File: config.mk
export PLATFORM = sky130hd
export DESIGN_NAME = sonic_vc_tx_arbiter_flat
export DESIGN_NICKNAME = d
export VERILOG_FILES = /design/src/rtl/sonic_vc_tx_arbiter_if.sv /design/src/rtl/sonic_vc_tx_arbiter.sv /design/src/flat_wrapper.sv
export SDC_FILE = /design/constraint.sdc
export NUM_CORES = 1
export LEC_CHECK = 0
export CAP_MARGIN = 20
export CORE_AREA = 2 2 319 321
export CTS_CLUSTER_DIAMETER = 200
export DETAILED_ROUTE_END_ITERATION = 8
export DIE_AREA = 0 0 321 323
export SKIP_LAST_GASP = 1
export SLEW_MARGIN = 20
export SYNTH_ARGS = -nofsm -noshare
export SYNTH_HDL_FRONTEND = slang
export SYNTH_SLANG_ARGS = --single-unit
File: constraint.sdc
create_clock -name clk -period 2.1 [get_ports clk]
set_input_delay 0.63 -clock clk [delete_from_list [all_inputs] [get_ports clk]]
set_output_delay 0.63 -clock clk [all_outputs]
set_load 0.01 [all_outputs]
File: src/rtl/sonic_vc_tx_arbiter_if.sv
// Avalon-ST bundle between the virtual-channel sources, the TX arbiter and the
// downstream timing adapter: NUM_CH input lanes plus one merged output lane.
interface sonic_vc_tx_arbiter_if #(
  parameter int NUM_CH  = 4,
  parameter int DATA_W  = 128,
  parameter int EMPTY_W = 2
);
  localparam int CH_W = (NUM_CH > 1) ? $clog2(NUM_CH) : 1;

  logic [NUM_CH-1:0]         in_valid;
  logic [NUM_CH-1:0]         in_ready;
  logic [NUM_CH*DATA_W-1:0]  in_data;
  logic [NUM_CH-1:0]         in_error;
  logic [NUM_CH-1:0]         in_startofpacket;
  logic [NUM_CH-1:0]         in_endofpacket;
  logic [NUM_CH*EMPTY_W-1:0] in_empty;

  logic                      out_ready;
  logic                      out_valid;
  logic [DATA_W-1:0]         out_data;
  logic                      out_error;
  logic                      out_startofpacket;
  logic                      out_endofpacket;
  logic [EMPTY_W-1:0]        out_empty;
  logic [CH_W-1:0]           out_channel;

  // Sources and sink side: drives the channel lanes, consumes the merged lane.
  modport master (
    output in_valid, in_data, in_error, in_startofpacket, in_endofpacket, in_empty,
    input  in_ready,
    output out_ready,
    input  out_valid, out_data, out_error, out_startofpacket, out_endofpacket,
    input  out_empty, out_channel
  );

  // Arbiter side.
  modport slave (
    input  in_valid, in_data, in_error, in_startofpacket, in_endofpacket, in_empty,
    output in_ready,
    input  out_ready,
    output out_valid, out_data, out_error, out_startofpacket, out_endofpacket,
    output out_empty, out_channel
  );
endinterface

File: src/rtl/sonic_vc_tx_arbiter.sv
// Packet-aware round-robin merge of NUM_CH Avalon-ST virtual channels into one
// registered stream. Per-channel packet counters exist only with SONIC_VC_TX_ARB_PKT_COUNT_EN.
module sonic_vc_tx_arbiter #(
  parameter int NUM_CH  = 4,
  parameter int DATA_W  = 128,
  parameter int EMPTY_W = 2,
  parameter int CNT_W   = 32
) (
  input  logic                    clk,
  input  logic                    reset_n,
  input  logic [NUM_CH-1:0]       chan_enable,
  sonic_vc_tx_arbiter_if.slave    st,
  output logic                    busy,
  output logic [NUM_CH*CNT_W-1:0] pkt_count
);
  localparam int CH_W = $clog2(NUM_CH);

  typedef enum logic {IDLE, XFER} state_t;

  state_t              state_q, state_d;
  logic [CH_W-1:0]     grant_q, grant_d;
  logic [CH_W-1:0]     last_grant_q, last_grant_d;
  logic                out_valid_q, out_valid_d;
  logic [DATA_W-1:0]   out_data_q, out_data_d;
  logic                out_error_q, out_error_d;
  logic                out_sop_q, out_sop_d;
  logic                out_eop_q, out_eop_d;
  logic [EMPTY_W-1:0]  out_empty_q, out_empty_d;
  logic [CH_W-1:0]     out_channel_q, out_channel_d;

  logic [DATA_W-1:0]   data_arr  [NUM_CH];
  logic [EMPTY_W-1:0]  empty_arr [NUM_CH];
  logic [NUM_CH-1:0]   req;
  logic [CH_W-1:0]     pick;
  logic                pick_vld;
  logic                adv;
  logic                accept;
  logic                grant_eop;

  for (genvar gi = 0; gi < NUM_CH; gi++) begin : g_lane
    assign data_arr[gi]    = st.in_data[gi*DATA_W +: DATA_W];
    assign empty_arr[gi]   = st.in_empty[gi*EMPTY_W +: EMPTY_W];
    assign st.in_ready[gi] = (state_q == XFER) && (grant_q == CH_W'(gi)) && adv;
  end

  assign adv       = !out_valid_q || st.out_ready;
  assign accept    = (state_q == XFER) && st.in_valid[grant_q] && adv;
  assign grant_eop = st.in_endofpacket[grant_q];
  assign req       = st.in_valid & chan_enable & st.in_startofpacket;

  // Scan offsets from the far end so the channel nearest last_grant+1 is written last.
  always_comb begin
    pick     = '0;
    pick_vld = 1'b0;
    for (int i = NUM_CH; i >= 1; i--) begin
      if (req[(int'(last_grant_q) + i) % NUM_CH]) begin
        pick     = CH_W'((int'(last_grant_q) + i) % NUM_CH);
        pick_vld = 1'b1;
      end
    end
  end

  always_comb begin
    state_d       = state_q;
    grant_d       = grant_q;
    last_grant_d  = last_grant_q;
    out_valid_d   = out_valid_q;
    out_data_d    = out_data_q;
    out_error_d   = out_error_q;
    out_sop_d     = out_sop_q;
    out_eop_d     = out_eop_q;
    out_empty_d   = out_empty_q;
    out_channel_d = out_channel_q;

    case (state_q)
      IDLE: begin
        if (pick_vld) begin
          grant_d = pick;
          state_d = XFER;
        end
      end
      XFER: begin
        if (accept && grant_eop) begin
          last_grant_d = grant_q;
          state_d      = IDLE;
        end
      end
      default: state_d = IDLE;
    endcase

    if (adv) begin
      out_valid_d = accept;
      if (accept) begin
        out_data_d    = data_arr[grant_q];
        out_error_d   = st.in_error[grant_q];
        out_sop_d     = st.in_startofpacket[grant_q];
        out_eop_d     = grant_eop;
        out_empty_d   = empty_arr[grant_q];
        out_channel_d = grant_q;
      end
    end
  end

  always_ff @(posedge clk) begin
    if (!reset_n) begin
      state_q       <= IDLE;
      grant_q       <= '0;
      last_grant_q  <= CH_W'(NUM_CH - 1);
      out_valid_q   <= 1'b0;
      out_data_q    <= '0;
      out_error_q   <= 1'b0;
      out_sop_q     <= 1'b0;
      out_eop_q     <= 1'b0;
      out_empty_q   <= '0;
      out_channel_q <= '0;
    end else begin
      state_q       <= state_d;
      grant_q       <= grant_d;
      last_grant_q  <= last_grant_d;
      out_valid_q   <= out_valid_d;
      out_data_q    <= out_data_d;
      out_error_q   <= out_error_d;
      out_sop_q     <= out_sop_d;
      out_eop_q     <= out_eop_d;
      out_empty_q   <= out_empty_d;
      out_channel_q <= out_channel_d;
    end
  end

  assign st.out_valid         = out_valid_q;
  assign st.out_data          = out_data_q;
  assign st.out_error         = out_error_q;
  assign st.out_startofpacket = out_sop_q;
  assign st.out_endofpacket   = out_eop_q;
  assign st.out_empty         = out_empty_q;
  assign st.out_channel       = out_channel_q;
  assign busy                 = (state_q == XFER);

`ifdef SONIC_VC_TX_ARB_PKT_COUNT_EN
  for (genvar gi = 0; gi < NUM_CH; gi++) begin : g_cnt
    logic [CNT_W-1:0] cnt_q, cnt_d;

    always_comb begin
      cnt_d = cnt_q;
      if (accept && grant_eop && (grant_q == CH_W'(gi))) begin
        cnt_d = cnt_q + CNT_W'(1);
      end
    end

    always_ff @(posedge clk) begin
      if (!reset_n) begin
        cnt_q <= '0;
      end else begin
        cnt_q <= cnt_d;
      end
    end

    assign pkt_count[gi*CNT_W +: CNT_W] = cnt_q;
  end
`else
  assign pkt_count = '0;
`endif

endmodule

File: src/flat_wrapper.sv
// flat-port wrapper written by rule: the top's interface ports become plain ports
module sonic_vc_tx_arbiter_flat 
#(
  parameter int NUM_CH  = 4,
  parameter int DATA_W  = 128,
  parameter int EMPTY_W = 2,
  parameter int CNT_W   = 32
)
  (clk, reset_n, chan_enable, busy, pkt_count, st_in_valid, st_in_data, st_in_error, st_in_startofpacket, st_in_endofpacket, st_in_empty, st_in_ready, st_out_ready, st_out_valid, st_out_data, st_out_error, st_out_startofpacket, st_out_endofpacket, st_out_empty, st_out_channel);
  sonic_vc_tx_arbiter_if #(.NUM_CH(NUM_CH), .DATA_W(DATA_W), .EMPTY_W(EMPTY_W)) st_i ();
  input  logic clk;
  input  logic reset_n;
  input  logic [NUM_CH-1:0] chan_enable;
  output logic busy;
  output logic [NUM_CH*CNT_W-1:0] pkt_count;
  input wire logic [$bits(st_i.in_valid)-1:0] st_in_valid;
  input wire logic [$bits(st_i.in_data)-1:0] st_in_data;
  input wire logic [$bits(st_i.in_error)-1:0] st_in_error;
  input wire logic [$bits(st_i.in_startofpacket)-1:0] st_in_startofpacket;
  input wire logic [$bits(st_i.in_endofpacket)-1:0] st_in_endofpacket;
  input wire logic [$bits(st_i.in_empty)-1:0] st_in_empty;
  output wire logic [$bits(st_i.in_ready)-1:0] st_in_ready;
  input wire logic [$bits(st_i.out_ready)-1:0] st_out_ready;
  output wire logic [$bits(st_i.out_valid)-1:0] st_out_valid;
  output wire logic [$bits(st_i.out_data)-1:0] st_out_data;
  output wire logic [$bits(st_i.out_error)-1:0] st_out_error;
  output wire logic [$bits(st_i.out_startofpacket)-1:0] st_out_startofpacket;
  output wire logic [$bits(st_i.out_endofpacket)-1:0] st_out_endofpacket;
  output wire logic [$bits(st_i.out_empty)-1:0] st_out_empty;
  output wire logic [$bits(st_i.out_channel)-1:0] st_out_channel;
  assign st_i.in_valid = st_in_valid;
  assign st_i.in_data = st_in_data;
  assign st_i.in_error = st_in_error;
  assign st_i.in_startofpacket = st_in_startofpacket;
  assign st_i.in_endofpacket = st_in_endofpacket;
  assign st_i.in_empty = st_in_empty;
  assign st_in_ready = st_i.in_ready;
  assign st_i.out_ready = st_out_ready;
  assign st_out_valid = st_i.out_valid;
  assign st_out_data = st_i.out_data;
  assign st_out_error = st_i.out_error;
  assign st_out_startofpacket = st_i.out_startofpacket;
  assign st_out_endofpacket = st_i.out_endofpacket;
  assign st_out_empty = st_i.out_empty;
  assign st_out_channel = st_i.out_channel;
  sonic_vc_tx_arbiter #(.NUM_CH(NUM_CH), .DATA_W(DATA_W), .EMPTY_W(EMPTY_W), .CNT_W(CNT_W)) u_core (.clk(clk), .reset_n(reset_n), .chan_enable(chan_enable), .st(st_i), .busy(busy), .pkt_count(pkt_count));
endmodule
# Word-level counts from Yosys, hierarchy flattened
# Cells that the tools add are included.
# word_totals
output_inout_bits	269
wordCells	89
romBits	0
mem_bits_rw	0
regBits	141
memories	0
latchBits	0
# op_classes
n_bitwise	8
muxes	37
shift	0
div_mod_pow	0
multipliers	0
magnitude_cmp	6
reduce_logical	21
addsub	4
eq_ne	3
# op_table
cell	n
binary-select mux 128 bit (select 2 bit)	1
2-to-1 mux 128 bit	2
2-to-1 mux 1 bit	18
binary-select mux 1 bit (select 2 bit)	8
< comparator 3 x 4 -> 1 bit, second input constant	4
2-to-1 mux 2 bit	6
logical AND 1 bit	11
AND 4 bit	2
OR reduction 2 bit	4
AND reduction 2 bit	3
adder 2 x 1 -> 2 bit, second input constant	2
adder 2 bit, second input constant	2
AND 1 bit, first input constant	4
binary-select mux 2 bit (select 2 bit)	1
equality test 2 bit, second input constant	2
>= comparator 3 bit, second input constant	1
< comparator 2 x 3 -> 1 bit, second input constant	1
NOT 2 -> 3 bit	1
equality test 2 x 1 -> 1 bit, second input constant	1
zero test 2 bit	1
case mux 1 bit (2 select lines)	1
zero test 1 bit	1
logical OR 1 bit	1
NOT 1 bit	1

# Depth between registers and ports, before layout
# Gate-level depths: netlist of the first run.
# logic_depth
word_depth	12
ltp_mapped	8
mapped_depth_nobuf	4

# Worst setup path before layout of the first run
# OpenSTA, ideal clock, no wires.
# synth_path
path_type	input port to flip-flop
from	in st_in_valid[3]
to	reg u_core.out_data_q[58], in the netlist u_core.st.out_data[58]
path_stages	7
setup_ns	0.116
setup_slack_ns	0.168
arrival_ns	1.816
path_buffers	3
cell_sequence	mux4_2 and3_1 buf_4 buf_6 buf_6 nand2_1 a21boi_1
# synth_via
elab_chain_len	5
# synth_lines
element	line	text
start: declaration	flat_wrapper.sv:16	input wire logic [$bits(st_i.in_valid)-1:0] st_in_valid;
binary-select mux 1 bit (select 2 bit)	sonic_vc_tx_arbiter.sv:47	assign accept = (state_q == XFER) && st.in_valid[grant_q] && adv;
2-to-1 mux 1 bit (not written as such)	sonic_vc_tx_arbiter.sv:47	
logical AND 1 bit (2 in a row)	sonic_vc_tx_arbiter.sv:47	
AND reduction 2 bit (no line)	-	
end signal: assignment	sonic_vc_tx_arbiter.sv:121	out_data_q <= out_data_d;
end: declaration	sonic_vc_tx_arbiter.sv:24	logic [DATA_W-1:0] out_data_q, out_data_d;
# Every way passes these cells. The select of a mux whose other input is x is not followed.
# A chain may end at the register's enable or synchronous reset.

# Worst setup path in the final report of the first run
# layout_path
from	in st_out_ready
to	out st_in_ready[1]
# layout_via
elab_chain_len	2
# layout_lines
element	line	text
start: declaration	flat_wrapper.sv:23	input wire logic [$bits(st_i.out_ready)-1:0] st_out_ready;
logical OR 1 bit	sonic_vc_tx_arbiter.sv:46	assign adv = !out_valid_q || st.out_ready;
logical AND 1 bit	sonic_vc_tx_arbiter.sv:43	assign st.in_ready[gi] = (state_q == XFER) && (grant_q == CH_W'(gi)) && adv;
end: declaration	flat_wrapper.sv:22	output wire logic [$bits(st_i.in_ready)-1:0] st_in_ready;
# Every way passes these cells.

==> flow_summary.toml, run 1 <==
[route]
drtIter0Drc = 436
wire_per_inst_um = 21.1
viasPerCell = 3.33
routed_wirelength_mm = 62.1
drtAntennaViolNets = 0
drt_first_pass_iters = 4
num_vias = 9804
drc_errors = 0

[synthesis]
yosys_warnings = 0
synthCells = 930
synth-xor-area-share = 0
synth_top_area_frac = 0.318
yosys_most_used_dff = "dfxtp_1"
ys_seq_elements = 141
synth_top_family_by_area = "multiplexers"
async_reset_ff_frac = 0
synth_area_um2 = 9480
ys_seq_area_frac = 0.298
muxShareOfSynthArea = 0.319
synth_edf_count = 0
yosysTopAreaCell = "mux4_2"
synth_compound_area_frac = 0.116
synth.distinct_cells = 29
synth_area_leaders = "mux4_2 (32%), dfxtp_1 (30%), nand2_1 (11%)"
synth_area_per_cell_um2 = 10.2
synthSimpleGateAreaFrac = 0.121
yosys.area_share.adder = 0

[sta]
fin_skew_ns = 0.00686
setup_viol = 1
fin_ws_ns = -0.0160
fmax_ghz = 0.473
rsz0062_at_grt = "yes"
fin_crit_ns = 2.12
drv_slew = 0
period_share = 1.01
hold_violations = 0

[setup_path]
startpoint_type = "input port"
path_depth = 7
crit_chain = "clkdlybuf4s15_1 -> nand2b_4 -> buf_6 -> nand2_8 -> nor3_4 -> buf_6 -> buf_12"
critical-path-max-stage-delay_ns = 0.16
cp.required_ns = 1.47
path_buf_inv = 4
critPathCaptureType = "output port"
crit_top_cell = "buf_6"
crit_start = "st_out_ready"
path_delay_family = "buffers and inverters"
critical_path_peak_fanout = 2
cp.arrival_ns = 1.49
worstReg2RegStart = "u_core.grant_q[0]"
worst_path_max_delay_cell = "clkdlybuf4s15_1"
reg2regPathDepth = 8
endpoint = "st_in_ready[1]"
reg2reg_slack_ns = 0.07
r2r-end = "u_core.st.out_data[65]"
worstSetupPathType = "in2out"

[global_routing]
grt_util_all_layers = 0.109
grt_pass1_vias = 9440
grt_max_degree = 84
antenna_found_initial = 12
grt_pass1_wl_mm = 76.8
globalRouteOverflowTotal = 0

[placed_design]
dp_hpwl_mm = 50.1
dp_cells = 2891
io_buffers = 683
place_congestion = 0.823

[clocking]
cts_root_buffer = "clkbuf_16"
clock_path_buffers = 2
cts_tree = "done"
cts_made_buffers = 17
cts-htree-levels = 4
clock_latency_ns = 0.47
hold_buffers = 0
clk_pin_slew_worst_paths_ns = 0.07
cts.sinks = 141

[floorplan]
io_pins = 812
start_util = 0.0942
die_x_um = 321
core_um2 = 101000
die_y_um = 323
die_area_um2 = 104000
row_count = 117

[min_path]
hold_class = "reg2reg"

[final_layout]
syn2layout_area_growth_pct = 96.6
layout_commonest_cell = "clkdlybuf4s50_1"
final_cell_mix = "clkdlybuf4s50_1 (601), nand2_1 (276), dfxtp_1 (137)"
nets = 2169
final_cells = 2948
drive_gt1_frac = 0.155

[run_status]
failed_checks = "setup timing"
status = "finished with violations"

[power]
finalPower_mw = 10.1
leakage_nw = 6.70
ir_drop_mv = 0.325
pwr_density_cell_nw_per_um2 = 540

[flow_run]
maxCapViolations = 0
==> power breakdown <==
group	internal (mW)	switching, mW	total (mW)
combinational	2.18	1.68	3.86
sequential	2.86	0.108	2.97
clock	1.92	1.33	3.25
==> layer usage <==
layer  global-route usage  routed length [um]  vias to the layer above
met4               0.0235                 860                        8
met2                0.183               30300                      523
met3               0.0292                4110                       47
met5                    0                  59                        -
met1                0.139               26800                     4768
li1                     -                   -                     4458
==> metrics by stage <==
step / worst slack, ns / instance area, um2 / hold WS, ns / TNS (ns) / utilization
global placement: -0.777 / 17600 / 0.440 / -44.73 / 0.175
CTS: -0.132 / 18300 / 0.453 / -0.173 / 0.182
floorplan: 0.168 / 9960 / 0.479 / 0 / -
global route: -0.0833 / 18600 / 0.469 / -0.389 / 0.185
detailed placement: -0.764 / 17600 / 0.445 / -49.14 / 0.175
finish: -0.0160 / 18600 / 0.449 / -0.0160 / 0.185
==> cell families (layout without fill, tap and decap cells) <==
logic type / count (synthesis) / after routing
AO/OA/AOI/OAI: 149 / 149
buffers and inverters: 207 / 787
flip-flops: 141 / 141
AND/OR/NAND/NOR: 297 / 297
other: 1 / 130
multiplexers: 135 / 135
==> sequential cells by signal, summed over array words and instances, names as in the netlist <==
| name | flops |
|---|---|
| u_core.last_grant_q | 2 |
| u_core.st.out_endofpacket | 1 |
| u_core.st.out_empty | 2 |
| u_core.st.out_channel | 2 |
| u_core.grant_q | 2 |
| u_core.st.out_error | 1 |
| u_core.busy | 1 |
| u_core.st.out_data | 128 |
| u_core.st.out_startofpacket | 1 |
| u_core.st.out_valid | 1 |
==> Yosys cell counts, types with 2 or more instances <==
cell type,count
clkbuf_1,25
buf_6,7
a21boi_0,75
a31oi_1,2
buf_2,30
buf_4,136
mux4_2,134
nor3_1,3
nor2_1,4
buf_1,7
o21ai_0,3
dfxtp_1,141
a21boi_1,61
nand3_1,5
nand2_1,277
o22ai_1,2
inv_1,2
a21oi_1,3
and3_1,3
==> area by class of cell <==
| type | count | area [um2] |
|---|---|---|
| timing repair buffer | 755 | 7740 |
| tap | 1309 | 1640 |
| antenna | 2 | 5.00 |
| multi-input combinational | 709 | 5820 |
| clock inverter | 10 | 140 |
| inverter | 2 | 7.51 |
| sequential | 141 | 2830 |
| fill | 11200 | 82100 |
| clock buffer | 20 | 458 |
==> tightest hold or removal path, stage by stage (launching register included) <==
cell and delay [ns]:
dfxtp_1 0.31, nand2_1 0.05, a21boi_1 0.05
==> worst min-delay path by stage <==
| stage | from | end | slack [ns] | cells after the start |
|---|---|---|---|---|
| after floorplan | u_core.st.out_data[10] | u_core.st.out_data[10] | 0.48 | 2 |
| after global placement | u_core.st.out_data[11] | u_core.st.out_data[11] | 0.44 | 2 |
| after detailed placement | u_core.st.out_data[61] | u_core.st.out_data[61] | 0.45 | 2 |
| after CTS | u_core.st.out_data[61] | u_core.st.out_data[61] | 0.45 | 2 |
| after global routing | u_core.st.out_data[22] | u_core.st.out_data[22] | 0.47 | 2 |
| final | u_core.st.out_data[61] | u_core.st.out_data[61] | 0.45 | 2 |
==> timing repair <==
item,CTS,global route
setup buffers,7,10
cloned,2,7
pin swaps,2,6
setup endpoints to repair,75,52
gates resized for setup,88,23
Note: power is estimated with default switching activity, not from simulation.
==> inputs of run 2 (changes only) <==
Settings changed: CELL_PAD_IN_SITES_DETAIL_PLACEMENT from default to 1, CELL_PAD_IN_SITES_GLOBAL_PLACEMENT from default to 1, CORE_AREA 2 2 319 321 to 2 2 318 320, DIE_AREA 0 0 321 323 to 0 0 320 322, PLACE_DENSITY_LB_ADDON from default to 0.1.
==> flow_summary.toml, run 2 (synthesis gave the netlist of run 1 again) <==
[global_routing]
grt_pass1_vias = 10800
grt_util_all_layers = 0.107
grt_pass1_wl_mm = 78.4
grt_max_degree = 66
globalRouteOverflowTotal = 0
antenna_found_initial = 2

[final_layout]
nets = 2197
multi_input_area_um2 = 6250
area.sequential_um2 = 2840
largest_reg_flops = 128
fin_util = 0.195
syn2layout_area_growth_pct = 105
layout_commonest_cell = "clkdlybuf4s50_1"
final_cell_mix = "clkdlybuf4s50_1 (572), nand2_1 (199), dfxtp_1 (136)"
fillCellCount = 11400
drive_gt1_frac = 0.230
diodes = 0

[power]
pwr_density_cell_nw_per_um2 = 530
finalPower_mw = 10.3
ir_drop_mv = 0.450
leakage_nw = 7.45

[placed_design]
place_congestion = 0.735
dp_hpwl_mm = 47.9
post-place-ws_ns = -0.915
io_buffers = 683

[sta]
fmax_ghz = 0.459
setup_viol = 8
period_share = 1.04
worst_slew_pin_slew_ns = 0.576
rsz0062_at_grt = "yes"
relSlewSlack = 0.616
fin_skew_ns = 0.0154
fin_crit_ns = 2.18
drv_slew = 0
whs_ns = 0.448
fin_tns_setup_ns = -0.150
hold_violations = 0
fin_ws_ns = -0.0764

[clocking]
cts_tree = "done"
cts_root_buffer = "clkbuf_16"
clk_pin_slew_worst_paths_ns = 0.06
cts.sinks = 141
cts_made_buffers = 17
hold_buffers = 0
cts-htree-levels = 4
clock_latency_ns = 0.49
clock_path_buffers = 2

[min_path]
holdPathStages = 2
hold_class = "reg2reg"

[route]
routed_wirelength_mm = 59.5
drtIter0Drc = 196
drc_errors = 0
viasPerCell = 3.32
drt_first_pass_iters = 4
wire_per_inst_um = 20.1
num_vias = 9829
drtAntennaViolNets = 0

[setup_path]
path_buf_inv = 4
critical_path_peak_fanout = 3
startpoint_type = "input port"
critical-path-max-stage-delay_ns = 0.21
critPathCaptureType = "output port"
worstSetupPathType = "in2out"
crit_top_cell = "buf_6"
cp.arrival_ns = 1.55
cp.required_ns = 1.47
path_delay_family = "buffers and inverters"
worst_path_max_delay_cell = "nand2b_4"
reg2regPathDepth = 7
path_depth = 7
crit_chain = "clkdlybuf4s15_1 -> nand2b_4 -> nand2_4 -> buf_6 -> nor3_4 -> buf_6 -> buf_6"

[floorplan]
die_area_um2 = 103000
core_um2 = 99600
start_util = 0.0953
die_y_um = 322
row_count = 116
io_pins = 812
die_x_um = 320

[run_status]
status = "finished with violations"
failed_checks = "setup timing"

[flow_run]
maxCapViolations = 0
-- run 2: changes by cell type in the layout (fill, tap and decap cells not counted), moves of 7 or more --
cell,previous run,this run
buf_6,7,14
nand2_2,0,47
a21boi_2,1,22
nand2_4,0,31
nand2_1,276,199
dlygate4sd2_1,72,92
a21boi_0,66,26
dlymetal6s2s_1,2,12
a21boi_1,69,88
buf_4,42,50
clkdlybuf4s50_1,601,572
-- run 2: worst paths after layout --
path,from,end,slack (ns)
hold reg to reg,u_core.st.out_data[114],u_core.st.out_data[114],0.45
hold / removal,u_core.st.out_data[114],u_core.st.out_data[114],0.45
setup reg to reg,u_core.grant_q[0],u_core.st.out_data[4],0.01
setup / recovery,st_out_ready,st_in_ready[1],-0.08
-- run 2: through the flow --
step | instance area [um2] | cells
floorplan | 9960 | 1057
global placement | 17800 | 2902
detailed placement | 17800 | 2902
CTS | 18400 | 2937
global route | 19400 | 2965
finish | 19400 | 2965
-- run 2: worst register-to-register path, stage by stage, from the launching register on --
cell       delay (ns)
dfxtp_4          0.44
buf_6            0.15
mux4_2           0.59
and3_4           0.30
buf_12           0.20
clkbuf_16        0.21
nand2_4          0.05
a21boi_1         0.05
-- run 2: cell type report --
type                       count  area share
tap                         1298      0.0836
sequential                   141       0.146
inverter                       2    0.000386
clock inverter                12     0.00760
timing repair buffer         783       0.417
multi-input combinational    709       0.322
clock buffer                  20      0.0241
-- run 2: repair_timing --
| action | CTS | global route |
|---|---|---|
| setup endpoints to repair | 96 | 139 |
| cloned | 1 | 13 |
| buffers inserted | 3 | 17 |
| pin swaps | 2 | 13 |
| gates resized for setup | 116 | 220 |
-- run 2: where the power goes --
group	switching [mW]	internal, mW
registers	0.113	2.86
clock network	1.47	1.88
logic	1.67	2.31
total	3.26	7.04
-- run 2: metal layers --
metal	vias to the layer above	track usage	share of wire
met4	2	0.0269	0.0096
met2	473	0.205	0.55
li1	4517	-	-
met1	4814	0.110	0.36
met3	23	0.0380	0.084
met5	-	0	0.00029
